## config.mk

```make
export PLATFORM = sky130hd
export DESIGN_NAME = updown_count_tracker_flat
export DESIGN_NICKNAME = d
export VERILOG_FILES = /design/src/rtl/updown_count_tracker_pkg.sv /design/src/rtl/updown_count_tracker_if.sv /design/src/rtl/updown_count_tracker_step_classify.sv /design/src/rtl/updown_count_tracker.sv /design/src/flat_wrapper.sv
export SDC_FILE = /design/constraint.sdc
export NUM_CORES = 1
export LEC_CHECK = 0
export CAP_MARGIN = 20
export CORE_AREA = 2 2 50 52
export DETAILED_ROUTE_END_ITERATION = 10
export DIE_AREA = 0 0 52 54
export PLACE_DENSITY = 0.79
export RECOVER_POWER = 25
export SETUP_SLACK_MARGIN = 0.5
export SLEW_MARGIN = 20
export SYNTH_ARGS = -nofsm -noshare
export SYNTH_HDL_FRONTEND = slang
export SYNTH_SLANG_ARGS = --single-unit
export TNS_END_PERCENT = 20
```

## constraint.sdc

```tcl
create_clock -name clk -period 4.39 [get_ports clk]
set_clock_uncertainty 0.15 [all_clocks]
set_input_delay 0.6585 -clock clk [delete_from_list [all_inputs] [get_ports clk]]
set_output_delay 0.6585 -clock clk [all_outputs]
set_load 0.02 [all_outputs]
```

## src/rtl/updown_count_tracker_pkg.sv

```systemverilog
// Shared types and constants for the up/down counter tracker.
// Step classes describe one counter transition; DIR_* encode the direction bit.
package updown_pkg;

  typedef enum logic [1:0] {IDLE, ACQ, LOCK} state_t;

  typedef enum logic [1:0] {STEP_UP, STEP_DN, STEP_BAD} step_t;

  localparam logic       DIR_UP      = 1'b0;
  localparam logic       DIR_DN      = 1'b1;
  localparam logic [3:0] ERR_CNT_MAX = 4'd15;

  // Direction bit implied by a legal step; only meaningful for STEP_UP/STEP_DN.
  function automatic logic step_dir(step_t s);
    return (s == STEP_DN) ? DIR_DN : DIR_UP;
  endfunction

endpackage

```

## src/rtl/updown_count_tracker_if.sv

```systemverilog
// Sample/result bundle between the counter side and the tracker.
// The master drives the counter samples; the slave (tracker) returns status.
interface updown_count_tracker_if;

  logic       en;
  logic [3:0] q_in;
  logic       dir;
  logic       locked;
  logic       err;
  logic       dir_chg;
  logic [3:0] err_cnt;

  modport master (
    output en, q_in,
    input  dir, locked, err, dir_chg, err_cnt
  );

  modport slave (
    input  en, q_in,
    output dir, locked, err, dir_chg, err_cnt
  );

endinterface

```

## src/rtl/updown_count_tracker_step_classify.sv

```systemverilog
// Classifies one counter transition as up, down or illegal using modulo-16 delta.
// Wrap-around (15->0, 0->15) falls out of the 4-bit subtraction naturally.
module updown_step_classify
  import updown_pkg::*;
(
  input  logic [3:0] i_prev,
  input  logic [3:0] i_cur,
  output step_t      o_step
);

  logic [3:0] w_delta;

  assign w_delta = i_cur - i_prev;

  always_comb begin
    o_step = STEP_BAD;
    if (w_delta == 4'd1) begin
      o_step = STEP_UP;
    end else if (w_delta == 4'd15) begin
      o_step = STEP_DN;
    end
  end

endmodule

```

## src/rtl/updown_count_tracker.sv

```systemverilog
// Recovers the up/down direction of a 4-bit counter from its sampled Q values,
// locking after LOCK_STEPS consistent steps and counting illegal jumps while locked.
module updown_count_tracker
  import updown_pkg::*;
#(
  parameter int LOCK_STEPS = 2
)(
  input logic                    clk,
  input logic                    rst,
  updown_count_tracker_if.slave  bus
);

  localparam logic [2:0] LOCK_RUN = 3'(LOCK_STEPS);

  state_t     r_state,  w_stateNext;
  logic [3:0] r_prev,   w_prevNext;
  logic [2:0] r_run,    w_runNext;
  logic       r_cand,   w_candNext;
  logic       r_dir,    w_dirNext;
  logic       r_locked, w_lockedNext;
  logic       r_err,    w_errNext;
  logic       r_dirChg, w_dirChgNext;
  logic [3:0] r_errCnt, w_errCntNext;

  step_t      w_step;
  logic       w_stepDir;

  updown_step_classify u_classify (
    .i_prev (r_prev),
    .i_cur  (bus.q_in),
    .o_step (w_step)
  );

  assign w_stepDir = step_dir(w_step);

  always_ff @(posedge clk) begin
    if (rst) begin
      r_state  <= IDLE;
      r_prev   <= 4'd0;
      r_run    <= 3'd0;
      r_cand   <= DIR_UP;
      r_dir    <= DIR_UP;
      r_locked <= 1'b0;
      r_err    <= 1'b0;
      r_dirChg <= 1'b0;
      r_errCnt <= 4'd0;
    end else begin
      r_state  <= w_stateNext;
      r_prev   <= w_prevNext;
      r_run    <= w_runNext;
      r_cand   <= w_candNext;
      r_dir    <= w_dirNext;
      r_locked <= w_lockedNext;
      r_err    <= w_errNext;
      r_dirChg <= w_dirChgNext;
      r_errCnt <= w_errCntNext;
    end
  end

  // Pulses default low, so a cycle with en low clears them while all else holds.
  always_comb begin
    w_stateNext  = r_state;
    w_prevNext   = r_prev;
    w_runNext    = r_run;
    w_candNext   = r_cand;
    w_dirNext    = r_dir;
    w_lockedNext = r_locked;
    w_errNext    = 1'b0;
    w_dirChgNext = 1'b0;
    w_errCntNext = r_errCnt;

    if (bus.en) begin
      w_prevNext = bus.q_in;
      case (r_state)
        IDLE: begin
          w_runNext   = 3'd0;
          w_stateNext = ACQ;
        end
        ACQ: begin
          if (w_step == STEP_BAD) begin
            w_runNext = 3'd0;
          end else begin
            if (r_run == 3'd0 || w_stepDir == r_cand) begin
              w_runNext = r_run + 3'd1;
            end else begin
              w_runNext = 3'd1;
            end
            w_candNext = w_stepDir;
            if (w_runNext == LOCK_RUN) begin
              w_stateNext  = LOCK;
              w_lockedNext = 1'b1;
              w_dirNext    = w_stepDir;
            end
          end
        end
        LOCK: begin
          if (w_step == STEP_BAD) begin
            w_errNext    = 1'b1;
            w_lockedNext = 1'b0;
            w_runNext    = 3'd0;
            w_stateNext  = ACQ;
            if (r_errCnt != ERR_CNT_MAX) begin
              w_errCntNext = r_errCnt + 4'd1;
            end
          end else if (w_stepDir != r_dir) begin
            w_dirNext    = w_stepDir;
            w_candNext   = w_stepDir;
            w_dirChgNext = 1'b1;
          end
        end
        default: begin
          w_stateNext = IDLE;
        end
      endcase
    end
  end

  assign bus.dir     = r_dir;
  assign bus.locked  = r_locked;
  assign bus.err     = r_err;
  assign bus.dir_chg = r_dirChg;
  assign bus.err_cnt = r_errCnt;

endmodule

```

## src/flat_wrapper.sv

```systemverilog
// flat-port wrapper written by rule: the top's interface ports become plain ports
module updown_count_tracker_flat import updown_pkg::*;
#(
  parameter int LOCK_STEPS = 2
)
  (clk, rst, bus_en, bus_q_in, bus_dir, bus_locked, bus_err, bus_dir_chg, bus_err_cnt);
  updown_count_tracker_if bus_i ();
  input logic clk;
  input logic rst;
  input wire logic [$bits(bus_i.en)-1:0] bus_en;
  input wire logic [$bits(bus_i.q_in)-1:0] bus_q_in;
  output wire logic [$bits(bus_i.dir)-1:0] bus_dir;
  output wire logic [$bits(bus_i.locked)-1:0] bus_locked;
  output wire logic [$bits(bus_i.err)-1:0] bus_err;
  output wire logic [$bits(bus_i.dir_chg)-1:0] bus_dir_chg;
  output wire logic [$bits(bus_i.err_cnt)-1:0] bus_err_cnt;
  assign bus_i.en = bus_en;
  assign bus_i.q_in = bus_q_in;
  assign bus_dir = bus_i.dir;
  assign bus_locked = bus_i.locked;
  assign bus_err = bus_i.err;
  assign bus_dir_chg = bus_i.dir_chg;
  assign bus_err_cnt = bus_i.err_cnt;
  updown_count_tracker #(.LOCK_STEPS(LOCK_STEPS)) u_core (.clk(clk), .rst(rst), .bus(bus_i));
endmodule
```

==> impl_metrics.json <==
{
  "status": "finished clean",
  "synth_fp_nets": 138,
  "instances_no_fill": 164,
  "post_cts_resized": 0,
  "grtUsageMet2_pct": 33.12,
  "whs_endpoint": "u_core.bus.locked",
  "fmax_ghz": 0.2922,
  "vias_per_cell": 5.354,
  "wl_per_cell_um": 12.24,
  "yosys_warnings": 0,
  "synthSimpleGateAreaFrac_pct": 25.52,
  "synth-edff-count": 0,
  "drt_iter0_drc": 9,
  "hold_depth": 2,
  "die_area_mm2": 0.002808,
  "power_density_mw_per_mm2": 257.8,
  "max-cap-violations": 0,
  "cts_max_path_buffers": 2,
  "holdWs_ns": 0.3261,
  "n_antenna_cell": 0,
  "hold_start": "u_core.bus.locked",
  "p_leak_uw": 0.0005098,
  "h-tree-depth": 1,
  "root_buffer": "clkbuf_4",
  "fillers": 220,
  "fin_setup_tns_ns": 0,
  "postSynthCellCount": 120,
  "fin_crit_sh_pct": 77.97,
  "track_usage_pct": 17.07,
  "synth_cell_types": 38,
  "synth_xor_area_share_pct": 4.872,
  "place_hpwl_mm": 1.602,
  "cpPeakStageDelay_ns": 0.51,
  "dr.pass1.iters": 4,
  "r2r_cells": 10,
  "syn_area_per_cell_um2": 8.988,
  "antenna_found_initial": 0,
  "synth_top_family_by_area": "simple AND/OR/NAND/NOR gates",
  "cp.required_ns": 4.47,
  "crit_type": "primary input to flop",
  "yosysSeqAreaShare_pct": 33.41,
  "synth-compound-area-share_pct": 12.06,
  "grt_pass1_vias": 867,
  "ant_nets": 0,
  "fp.coreArea_mm2": 0.002320,
  "die_x_um": 52,
  "grt_setup_unrepaired": "false",
  "r2r_slack_ns": 1.47,
  "insertion_delay_ns": 0.29,
  "cts_tree": "yes",
  "syn_to_final_growth_pct": 17.52,
  "finalSetupViolCount": 0,
  "ys.flop_type": "dfxtp_1",
  "fp.dieH_um": 54,
  "synth_mux_area_share_pct": 6.497,
  "synthArstFlopShare_pct": 0,
  "min_period_ns": 3.423,
  "synth.top_cells.by_area": "dfxtp_1, ha_1, mux2i_1, nor2_1, xor2_1",
  "dp_slack_ns": 0.6434,
  "numCtsBuffers": 3,
  "crit_arrival_ns": 3.50,
  "io_pins": 15,
  "drive_gt1_share_pct": 7.463,
  "holdBufCountCts": 0,
  "yosys.area.top_type_share_pct": 33.41,
  "vias": 878,
  "crit_top_cell": "inv_1",
  "setup_ws_ns": 0.9673,
  "use_met3_pct": 2.778,
  "port_buffers": 14,
  "num_rows": 18,
  "dp.cells": 161,
  "syn_area_mm2": 0.001079,
  "hold_viol": 0,
  "cpMaxStageDelayCell": "or4_1",
  "hp-class": "flop to flop",
  "grt_use_met1_pct": 17.49,
  "ys_seq_elements": 18,
  "grt_max_degree": 21,
  "tightest_slew_ns": 0.6652,
  "grt_pass1_wl_mm": 3.560,
  "startpoint_type": "primary input",
  "ir_drop_v": 0.0001562,
  "cp_cell_sequence": "clkdlybuf4s50_1 > inv_1 > ha_1 > inv_1 > fa_1 > xor2_1 > nand3b_2 > nor3_4 > nor2_2 > o31a_1 > or4_1 > a21oi_1",
  "route.detailed.drc": 0,
  "relSlewSlack_pct": 55.51,
  "globalRoute.totalOverflow": 0,
  "clkTransAtPathRegs_ns": 0.10,
  "gp_congestion": 0.8465,
  "start_util_pct": 46.49,
  "gr-max-usage-layer": "met2",
  "yosysTopAreaCell": "dfxtp_1",
  "cp_max_fo": 7,
  "fin_nets": 154,
  "routed_wirelength_mm": 2.007,
  "r2r_end": "u_core.r_state[0]",
  "endpoint_kind": "flop",
  "cts_setup_buffers": 0,
  "cts.sinks": 18,
  "rr_startpoint": "u_core.r_prev[0]",
  "final_max_slew_viol_count": 0,
  "yosys.area_share.adder_pct": 13.46
}
-- through the flow --
stage          util, %  cell area (um^2)  total power (uW)
2_1_floorplan        -              1079             228.6
3_3_place_gp     53.67              1245             244.6
3_5_place_dp     53.67              1245             248.2
4_1_cts          54.64              1267             329.9
5_1_grt          54.64              1267             348.3
6_report         54.64              1267             326.7
-- registers in the layout, summed over array words and instances, names as in the netlist --
| name | count |
|---|---|
| u_core.r_cand | 1 |
| u_core.bus.locked | 1 |
| u_core.r_state | 2 |
| u_core.r_prev | 4 |
| u_core.bus.dir | 1 |
| u_core.bus.err_cnt | 4 |
| u_core.bus.err | 1 |
| u_core.bus.dir_chg | 1 |
| u_core.r_run | 3 |
-- where the power goes --
part / switching (uW) / internal, uW / leakage, uW / total, uW
sequential: 4.17 / 169 / 0.000146 / 173
clock: 50.5 / 32.0 / 0.0000138 / 82.5
combinational: 39.8 / 31.5 / 0.000350 / 71.3
total: 94.5 / 232 / 0.000510 / 327
-- worst max-delay path by stage --
stage               slack, ns   startpoint  cells past startpoint                 to
floorplan                1.31  bus_q_in[0]                     11  u_core.r_state[0]
global placement         0.76  bus_q_in[0]                     12  u_core.r_state[1]
detailed placement       0.64  bus_q_in[0]                     12  u_core.r_state[0]
CTS                      0.94  bus_q_in[0]                     12  u_core.r_state[0]
global route             0.77  bus_q_in[0]                     12  u_core.r_state[0]
finish                   0.97  bus_q_in[0]                     12  u_core.r_state[0]
-- layout make-up --
| class | count | area, um^2 | area share (%) |
|---|---|---|---|
| sequential | 18 | 360.3 | 28.43 |
| timing repair buffer | 14 | 140.1 | 11.06 |
| multi-input combinational | 90 | 673.1 | 53.11 |
| tap | 30 | 37.54 | 2.961 |
| clock buffer | 3 | 22.52 | 1.777 |
| inverter | 9 | 33.78 | 2.665 |
-- Yosys cell counts (3+ instances only) --
cell type   n
a21oi_1     5
clkbuf_1    3
dfxtp_1    18
ha_1       10
inv_1       9
mux2i_1     7
nand2_1     7
nand2b_1    3
nor2_1     12
nor2b_1     3
o21ai_0     3
o31ai_1     3
xor2_1      4
-- routing by layer --
layer,vias to the layer above,share of wire [%]
li1,447,-
met1,411,39
met2,18,57
met3,2,3.7
met4,0,0.65
met5,-,0
-- cells in the final DEF (no fill, tap or decap), types with 3 or more instances in the layout --
cell and n:
mux2i_1 7, dfxtp_1 18, ha_1 10, nand2b_1 3, xor2_1 4, o21ai_0 3, o31ai_1 3, nor2b_1 3
clkdlybuf4s50_1 11, nand2_1 7, dlygate4sd3_1 3, a21oi_1 5, nor2_1 12, inv_1 9, clkbuf_4 3
-- kinds of logic (layout without fill, tap and decap cells) --
family / count (synthesis) / in the layout
AO/OA/AOI/OAI: 20 / 20
XOR/XNOR: 6 / 6
adder cells (fa/ha/maj): 11 / 11
buffers and inverters: 12 / 26
flip-flops: 18 / 18
multiplexers: 7 / 7
AND/OR/NAND/NOR: 46 / 46
-- critical path: cells and delay by family --
kind	cells	cell delay [ns]
fa+ha+maj	2	0.52
buf+inv	3	0.54
compound gates	2	0.50
simple gates	4	1.04
xor+xnor	1	0.24
Power figures use the tool's default switching activity.
